### src/rtl/jtdd2_snd_pkg.sv
// jtdd2_snd_pkg: shared types and constants for the DD2 sound ROM arbiter.
package jtdd2_snd_pkg;
  typedef enum logic [1:0] {IDLE, SETTLE, WAIT} st_e;
  localparam logic CH_CPU   = 1'b0;
  localparam logic CH_ADPCM = 1'b1;
  localparam logic [21:0] ROM0_OFFSET_DEF = 22'h00000;
  localparam logic [21:0] ROM1_OFFSET_DEF = 22'h08000;
endpackage

### src/rtl/jtdd2_romarb_slot.sv
// jtdd2_romarb_slot: one-entry data/tag buffer for a single ROM requester.
module jtdd2_romarb_slot #(
  parameter int AW = 15
) (
  input  logic          clk,
  input  logic          rst_n,
  input  logic          flush,
  input  logic          cs,
  input  logic [AW-1:0] addr,
  input  logic          load,
  input  logic [AW-1:0] tag_in,
  input  logic [7:0]    din,
  output logic [7:0]    data,
  output logic          ok,
  output logic          pend
);
  logic          v_q, v_d;
  logic [AW-1:0] a_q, a_d;
  logic [7:0]    d_q, d_d;
  logic          hit;
  always_comb begin
    v_d = flush ? 1'b0 : (load ? 1'b1 : v_q);
    a_d = load ? tag_in : a_q;
    d_d = load ? din : d_q;
  end
  always_ff @(posedge clk or negedge rst_n) begin
    if (!rst_n) begin
      v_q <= 1'b0;
      a_q <= '0;
      d_q <= '0;
    end else begin
      v_q <= v_d;
      a_q <= a_d;
      d_q <= d_d;
    end
  end
  assign hit  = v_q & (addr == a_q);
  assign ok   = cs & hit;
  assign pend = cs & ~hit;
  assign data = d_q;
endmodule

### src/rtl/jtdd2_snd_romarb.sv
// jtdd2_snd_romarb: round-robin sharing of one SDRAM read port by the sound CPU and ADPCM ROMs.
// Define JTDD2_ROMARB_STATS_EN to add per-channel saturating miss counters (st_sel/st_dout).
module jtdd2_snd_romarb
  import jtdd2_snd_pkg::*;
#(
  parameter int AW0   = 15,
  parameter int AW1   = 18,
  parameter int OUTAW = 22,
  parameter logic [OUTAW-1:0] ROM0_OFFSET = OUTAW'(ROM0_OFFSET_DEF),
  parameter logic [OUTAW-1:0] ROM1_OFFSET = OUTAW'(ROM1_OFFSET_DEF)
) (
  input  logic             clk,
  input  logic             rst_n,
  input  logic             downloading,
  input  logic             rom0_cs,
  input  logic [AW0-1:0]   rom0_addr,
  output logic [7:0]       rom0_data,
  output logic             rom0_ok,
  input  logic             rom1_cs,
  input  logic [AW1-1:0]   rom1_addr,
  output logic [7:0]       rom1_data,
  output logic             rom1_ok,
  output logic             mem_cs,
  output logic [OUTAW-1:0] mem_addr,
  input  logic [7:0]       mem_data,
`ifdef JTDD2_ROMARB_STATS_EN
  input  logic             mem_ok,
  input  logic             st_sel,
  output logic [15:0]      st_dout
`else
  input  logic             mem_ok
`endif
);
  localparam int LW = AW0 > AW1 ? AW0 : AW1;
  st_e              st_q, st_d;
  logic             mem_cs_q, mem_cs_d;
  logic [OUTAW-1:0] mem_addr_q, mem_addr_d;
  logic [LW-1:0]    lat_q, lat_d;
  logic             gnt_q, gnt_d;
  logic             last_q, last_d;
  logic             pend0, pend1, pick, load;
  assign pick = (pend0 & pend1) ? ~last_q : pend1;
  assign load = ~downloading & (st_q == WAIT) & mem_ok;
  always_comb begin
    st_d       = st_q;
    mem_cs_d   = mem_cs_q;
    mem_addr_d = mem_addr_q;
    lat_d      = lat_q;
    gnt_d      = gnt_q;
    last_d     = last_q;
    if (downloading) begin
      st_d     = IDLE;
      mem_cs_d = 1'b0;
    end else begin
      case (st_q)
        IDLE: if (pend0 | pend1) begin
          st_d       = SETTLE;
          mem_cs_d   = 1'b1;
          gnt_d      = pick;
          last_d     = pick;
          mem_addr_d = (pick == CH_ADPCM) ? ROM1_OFFSET + OUTAW'(rom1_addr)
                                          : ROM0_OFFSET + OUTAW'(rom0_addr);
          lat_d      = (pick == CH_ADPCM) ? LW'(rom1_addr) : LW'(rom0_addr);
        end
        SETTLE: st_d = WAIT;
        WAIT: if (mem_ok) begin
          st_d     = IDLE;
          mem_cs_d = 1'b0;
        end
        default: st_d = IDLE;
      endcase
    end
  end
  always_ff @(posedge clk or negedge rst_n) begin
    if (!rst_n) begin
      st_q       <= IDLE;
      mem_cs_q   <= 1'b0;
      mem_addr_q <= '0;
      lat_q      <= '0;
      gnt_q      <= CH_CPU;
      last_q     <= CH_ADPCM;
    end else begin
      st_q       <= st_d;
      mem_cs_q   <= mem_cs_d;
      mem_addr_q <= mem_addr_d;
      lat_q      <= lat_d;
      gnt_q      <= gnt_d;
      last_q     <= last_d;
    end
  end
  assign mem_cs   = mem_cs_q;
  assign mem_addr = mem_addr_q;
  jtdd2_romarb_slot #(.AW(AW0)) u_slot0 (
    .clk(clk), .rst_n(rst_n), .flush(downloading),
    .cs(rom0_cs), .addr(rom0_addr),
    .load(load & (gnt_q == CH_CPU)), .tag_in(lat_q[AW0-1:0]), .din(mem_data),
    .data(rom0_data), .ok(rom0_ok), .pend(pend0)
  );
  jtdd2_romarb_slot #(.AW(AW1)) u_slot1 (
    .clk(clk), .rst_n(rst_n), .flush(downloading),
    .cs(rom1_cs), .addr(rom1_addr),
    .load(load & (gnt_q == CH_ADPCM)), .tag_in(lat_q[AW1-1:0]), .din(mem_data),
    .data(rom1_data), .ok(rom1_ok), .pend(pend1)
  );
`ifdef JTDD2_ROMARB_STATS_EN
  logic        grant;
  logic [15:0] cnt0_q, cnt0_d, cnt1_q, cnt1_d;
  assign grant = ~downloading & (st_q == IDLE) & (pend0 | pend1);
  always_comb begin
    cnt0_d = (grant & (pick == CH_CPU)   & ~&cnt0_q) ? cnt0_q + 16'd1 : cnt0_q;
    cnt1_d = (grant & (pick == CH_ADPCM) & ~&cnt1_q) ? cnt1_q + 16'd1 : cnt1_q;
  end
  always_ff @(posedge clk or negedge rst_n) begin
    if (!rst_n) begin
      cnt0_q <= '0;
      cnt1_q <= '0;
    end else begin
      cnt0_q <= cnt0_d;
      cnt1_q <= cnt1_d;
    end
  end
  assign st_dout = st_sel ? cnt1_q : cnt0_q;
`endif
endmodule

### config.mk
export PLATFORM = sky130hd
export DESIGN_NAME = jtdd2_snd_romarb
export DESIGN_NICKNAME = d
export VERILOG_FILES = /design/src/rtl/jtdd2_snd_pkg.sv /design/src/rtl/jtdd2_romarb_slot.sv /design/src/rtl/jtdd2_snd_romarb.sv
export SDC_FILE = /design/constraint.sdc
export NUM_CORES = 1
export LEC_CHECK = 0
export BUFFER_PORTS_ARGS = -buffer_cell sky130_fd_sc_hd__buf_2
export CAP_MARGIN = 20
export CORE_ASPECT_RATIO = 0.6
export CORE_MARGIN = 5
export CORE_UTILIZATION = 58
export DETAILED_ROUTE_END_ITERATION = 8
export GPL_TIMING_DRIVEN = 1
export PLACE_DENSITY = 0.85
export SYNTH_ARGS = -nofsm -noshare
export SYNTH_HDL_FRONTEND = slang
export SYNTH_SLANG_ARGS = --single-unit
export TNS_END_PERCENT = 50
### constraint.sdc
create_clock -name clk -period 4.3 [get_ports clk]
set_input_delay 0.215 -clock clk [delete_from_list [all_inputs] [get_ports clk]]
set_output_delay 0.215 -clock clk [all_outputs]
set_load 0.01 [all_outputs]
## Word-level counts from Yosys, hierarchy flattened

Index checks and enable logic that the tools add are counted.

- Bits in latches: 0
- Output and inout port bits: 41
- ROM bits: 0
- Logic and storage cells: 58
- Flip-flop bits (word level): 96
- Bits of input ports: 47
- Memories kept: 0
- Memory bits (writable): 0

- $lt $le $gt $ge: 0
- Div/mod/pow operators: 0
- Shifts and indexed selects: 0
- Reductions and logical operators: 7
- Bitwise gates (word level): 17
- Equal/unequal tests: 6
- $add $sub $neg: 1
- Muxes and demuxes: 15
- Multipliers: 0

Operators with widths:

| kind | count |
|---|---|
| 16-bit by 18-bit adder with 19-bit output, first input constant | 1 |
| 19-bit two-way mux | 1 |
| 18-bit equality test | 1 |
| 18-bit two-way mux | 1 |
| 15-bit equality test | 1 |
| 1-bit AND | 11 |
| 1-bit two-way mux | 8 |
| 2-bit two-way mux | 3 |
| 3-bit != test, second input constant | 2 |
| 2-bit one-hot mux with 3 select lines | 1 |
| 3-bit AND reduction | 2 |
| 1-bit inverter | 5 |
| 2-bit nonzero test | 2 |
| 3-bit nonzero test | 1 |
| 2-bit by 1-bit equality test with 1-bit output, second input constant | 1 |
| 2-bit equality test, second input constant | 1 |
| 2-bit zero test | 1 |
| 1-bit one-hot mux with 2 select lines | 1 |
| 2-bit AND reduction | 1 |
| 1-bit OR | 1 |

## Depth between registers and ports, before layout

- Word-level depth: 8
- Mapped depth: 9
- Gate-level depth less buffers: 7

## By module

From an unflattened synthesis, not the netlist that was laid out.

- Cells, all modules: 277
- Area total of the unflattened synthesis: 3,721.1 um2

Modules (own cells, without submodules):

| module | area each (um2) | instances | seq. area each (um2) | cells an instance |
|---|---|---|---|---|
| jtdd2_snd_romarb | 1,458.9 | 1 | 676.9 | 119 |
| jtdd2_romarb_slot (u_slot1) | 1,198.6 | 1 | 675.6 | 84 |
| jtdd2_romarb_slot (u_slot0) | 1,063.5 | 1 | 600.6 | 74 |

## Worst setup path after synthesis

Ideal clock, no wire load.

- Path type: register to register
- Start point: reg u_slot0.a_q[11]
- End point: reg lat_q[17]
- Cell stages (with the launch flop): 9
- Arrival time: 1.991 ns
- Period minus slack after synthesis: 2.116 ns
- Slack: 2.184 ns
- Required time: 4.175 ns
- Setup time: 0.125 ns
- Path buffers: 1
- Cell sequence: dfrtp_1 xnor2_1 nand4_1 or4_1 and3_4 buf_6 nor2_8 inv_6 mux2_4

- Longest elaborated chain between the ends: 7
- Elaborated cells on any way between the ends: 9
- Those cells by class: eq/ne (1); mux (2); bitwise (5); reduce/logical (1)

Ends and longest elaborated chain:

| what | line | RTL |
|---|---|---|
| start: declaration | jtdd2_romarb_slot.sv:18 | `logic [AW-1:0] a_q, a_d;` |
| start signal: assignment | jtdd2_romarb_slot.sv:29 | `a_q <= '0;` |
| start signal: assignment | jtdd2_romarb_slot.sv:33 | `a_q <= a_d;` |
| 15-bit equality test * | jtdd2_romarb_slot.sv:37 | `assign hit = v_q & (addr == a_q);` |
| 1-bit AND * | jtdd2_romarb_slot.sv:37 |  |
| 1-bit inverter * | jtdd2_romarb_slot.sv:39 | `assign pend = cs & ~hit;` |
| 1-bit AND * | jtdd2_romarb_slot.sv:39 |  |
| 1-bit AND | jtdd2_snd_romarb.sv:42 | `assign pick = (pend0 & pend1) ? ~last_q : pend1;` |
| 1-bit two-way mux | jtdd2_snd_romarb.sv:42 |  |
| 18-bit two-way mux | jtdd2_snd_romarb.sv:63 | `lat_d = (pick == CH_ADPCM) ? LW'(rom1_addr) : LW'(rom0_addr);` |
| end signal: assignment | jtdd2_snd_romarb.sv:86 | `lat_q <= lat_d;` |
| end: declaration | jtdd2_snd_romarb.sv:38 | `logic [LW-1:0] lat_q, lat_d;` |

Mark *: on every way between the ends. The rest lies on a longest branch, timed or not.
A chain may end at the register's enable or synchronous reset.

## Worst setup path after layout

- Start point: reg u_slot0.a_q[6]
- End point: reg mem_addr_q[15], in the netlist mem_addr[15]

- Longest elaborated chain between the ends: 7
- Elaborated cells on any way between the ends: 9
- Those cells by class: eq/ne (1); mux (2); bitwise (5); reduce/logical (1)

Ends and longest elaborated chain:

| what | line | RTL |
|---|---|---|
| 15-bit equality test * | jtdd2_romarb_slot.sv:37 |  |
| 1-bit AND * | jtdd2_romarb_slot.sv:37 |  |
| 1-bit inverter * | jtdd2_romarb_slot.sv:39 |  |
| 1-bit AND * | jtdd2_romarb_slot.sv:39 |  |
| 1-bit AND | jtdd2_snd_romarb.sv:42 |  |
| 1-bit two-way mux | jtdd2_snd_romarb.sv:42 |  |
| 19-bit two-way mux | jtdd2_snd_romarb.sv:61 | `mem_addr_d = (pick == CH_ADPCM) ? ROM1_OFFSET + OUTAW'(rom1_addr)` |
| end signal: assignment | jtdd2_snd_romarb.sv:85 | `mem_addr_q <= mem_addr_d;` |
| end: declaration | jtdd2_snd_romarb.sv:37 | `logic [OUTAW-1:0] mem_addr_q, mem_addr_d;` |

Marked as above.

==> impl_metrics.env <==
export IMPL_clk_latency_ps=350
export IMPL_nFillCells=443
export IMPL_vias=2863
export IMPL_rows=22
export IMPL_synth_distinct_cells=38
export IMPL_wirelength_um=9580
export IMPL_dieArea_um2=8360
export IMPL_dp_hpwl_um=6890
export IMPL_cts_sinks=78
export IMPL_criticalPathCategory="flip-flop to flip-flop"
export IMPL_post_cts_buffers=0
export IMPL_setup_viol=0
export IMPL_cts_hold_buf=0
export IMPL_min_period_ps=2560
export IMPL_drv_slew=0
export IMPL_crit_arrival_ps=2850
export IMPL_ys_ff_latch=78
export IMPL_crit_path_end_kind="flip-flop"
export IMPL_antenna_found_initial=0
export IMPL_min_period_over_period_pct=59.5
export IMPL_fin_nets=434
export IMPL_grtUsageTotal_pct=24.0
export IMPL_power_density_nw_per_um2=586
export IMPL_use_met1_pct=33.1
export IMPL_wl_per_cell_um=20.2
export IMPL_drive_above_1_share_pct=40.9
export IMPL_area_delta_synth_final_pct=15.3
export IMPL_cts_max_level=3
export IMPL_port_buffers=84
export IMPL_clkSlewWorstSetupHoldPaths_ps=80
export IMPL_p_leak_nw=2.03
export IMPL_hold_class="primary input to async pin"
export IMPL_viasPerCell=6.03
export IMPL_worst_slew_pin_slew_ps=1090
export IMPL_vdd_drop_max_mv=0.316
export IMPL_hold_violations=0
export IMPL_crit_path_top_delay_cell="or4_1"
export IMPL_grt_ovfl_total=0
export IMPL_yosys_warnings=0
export IMPL_cp_cell_sequence="xnor2_1 > nand4_1 > or4_1 > and3_1 > nor3b_4 > a22o_1"
export IMPL_drtAntennaViolNets=0
export IMPL_cp_buffers_inverters=0
export IMPL_finalPower_w=0.00258
export IMPL_drv_cap=0
export IMPL_clockRootBuffer="clkbuf_8"
export IMPL_synth_cell_area_um2=3820
export IMPL_grtUsageMet2_pct=39.0
export IMPL_n_antenna_cell=0
export IMPL_finish_utilization_pct=70.5
export IMPL_grt_pass1_wl_um=15200
export IMPL_cts_resized=0
export IMPL_avgSynthCellArea_um2=12.0
export IMPL_cts_buffers=9
export IMPL_fmax_ghz=0.391
export IMPL_cp_required_ps=4590
export IMPL_top_usage_layer="met2"
export IMPL_drtPass1Iterations=5
export IMPL_cpPeakStageDelay_ps=540
export IMPL_critical_path_max_fanout=32
export IMPL_async_flop_share_pct=100
export IMPL_fin_setup_tns_ps=0
export IMPL_yosysSeqAreaShare_pct=51.1
export IMPL_io_pins=88
export IMPL_coreArea_um2=6250
export IMPL_grt_util_met3_pct=5.30
export IMPL_cts_tree="done"
export IMPL_die_w_um=115
export IMPL_clk_path_buf_depth=2
export IMPL_slew_limit_headroom_pct=26.6
export IMPL_crit_family="simple AND/OR/NAND/NOR gates"
export IMPL_initial_core_util_pct=61.2
export IMPL_fin_worst_skew_ps=8.44
export IMPL_die_h_um=72.9
export IMPL_status="finished clean"
export IMPL_drc_errors=0
export IMPL_synth_top_flop_cell="dfrtp_1"
export IMPL_grt_max_degree=79
export IMPL_gp_congestion=0.821
export IMPL_rsz0062_at_grt="false"
export IMPL_start_kind="flip-flop"
export IMPL_grt_pass1_vias=2942
export IMPL_first_iter_violations=156
export IMPL_synth_edf_count=0
export IMPL_synth_cells=318
## per-layer routing
layer / up-vias / routed length (um)
met5: - / 0
met4: 0 / 132
met3: 18 / 797
met2: 144 / 4470
met1: 1427 / 4170
li1: 1274 / -
## synthesized netlist by cell type, types with 2 or more instances
library cell,number,area share (%)
a22o_1,5,1.1
nor2_1,5,0.49
a31oi_1,15,2.5
nand3b_1,16,3.1
nand4_1,16,2.6
nand2_1,3,0.29
clkbuf_1,12,1.2
inv_1,4,0.39
mux2_2,49,14
nor3b_1,2,0.39
o21ai_0,17,2.2
nor4_1,2,0.33
a21o_1,4,0.79
xnor2_1,33,7.6
nor3_1,17,2.2
buf_6,2,0.59
dfrtp_1,77,50
a21oi_1,2,0.26
buf_4,18,3.5
## cell families (layout without fill, tap and decap cells)
logic type | Yosys count | count (layout) | synth area share (%)
flops | 78 | 78 | 51.1
simple gates | 71 | 71 | 12.3
mux | 51 | 51 | 15.1
compound gates | 45 | 45 | 7.37
buf+inv | 37 | 108 | 5.93
xor+xnor | 34 | 34 | 7.79
fa+ha+maj | 1 | 1 | 0.327
other cells | 1 | 3 | 0.0981
## final timing paths
| kind | from | endpoint | slack (ps) | cells after the start |
|---|---|---|---|---|
| min | rst_n | u_slot0.a_q[3] | 1 | 1 |
| max | u_slot0.a_q[6] | mem_addr[15] | 1740 | 6 |
| min in group clk | mem_data[1] | u_slot1.data[1] | 110 | 2 |
| max reg2reg | u_slot0.a_q[6] | mem_addr[15] | 1740 | 6 |
| min reg2reg | lat_q[16] | lat_q[16] | 500 | 1 |
| max in group asynchronous | rst_n | u_slot1.data[5] | 3660 | 1 |
## stage by stage
stage | hold WS (ps) | instances | setup slack (ps) | instance area (um^2)
floorplan | -80.6 | 320 | 2180 | 3830
global placement | 420 | 459 | 1890 | 4180
detailed placement | 420 | 459 | 1770 | 4180
CTS | 45.0 | 475 | 1750 | 4410
global route | 97.7 | 475 | 1510 | 4410
finish | 1.42 | 475 | 1740 | 4410
## state kept, by name, indices dropped and copies added (netlist names)
name	cells
last_q	1
u_slot0.data	8
st_q	2
u_slot1.a_q	18
gnt_q	1
u_slot1.v_q	1
mem_addr	4
u_slot0.v_q	1
u_slot1.data	8
lat_q	18
u_slot0.a_q	15
mem_cs	1
## area by class of cell
type / count / area, um^2 / share of cell area (%)
Timing Repair Buffer: 87 / 445 / 10.1
Clock inverter: 4 / 70.1 / 1.59
Sequential cell: 78 / 1950 / 44.3
Multi-Input combinational cell: 205 / 1650 / 37.5
Tap cell: 84 / 105 / 2.39
Inverter: 5 / 23.8 / 0.539
Clock buffer: 12 / 155 / 3.52
## layout by cell type, fill, tap and decap left out, drive strengths merged, types with 2 or more instances in the layout
| cell | instances |
|---|---|
| buf | 87 |
| dfrtp | 77 |
| mux2 | 50 |
| xnor2 | 33 |
| o21ai | 17 |
| nor3 | 17 |
| nand4 | 16 |
| nand3b | 16 |
| a31oi | 15 |
| clkbuf | 12 |
| nor2 | 6 |
| a22o | 5 |
| inv | 5 |
| a21o | 4 |
| nand2 | 3 |
| conb | 3 |
| a21oi | 3 |
| nor3b | 3 |
| nor4 | 2 |
| clkinv | 2 |
| bufinv | 2 |
| and3 | 2 |
## worst reg2reg max path, cell delays in order (launching register included)
cell and delay, ps:
dfrtp_1 400, xnor2_1 250, nand4_1 150, or4_1 540, and3_1 540, nor3b_4 450
a22o_1 190
## report_power, final
| group | total (W) | internal (W) | switching [W] |
|---|---|---|---|
| registers | 0.00118 | 0.000990 | 0.000190 |
| clock network | 0.000614 | 0.000357 | 0.000257 |
| logic | 0.000790 | 0.000401 | 0.000389 |
| total | 0.00258 | 0.00175 | 0.000836 |
Power figures use the tool's default switching activity.
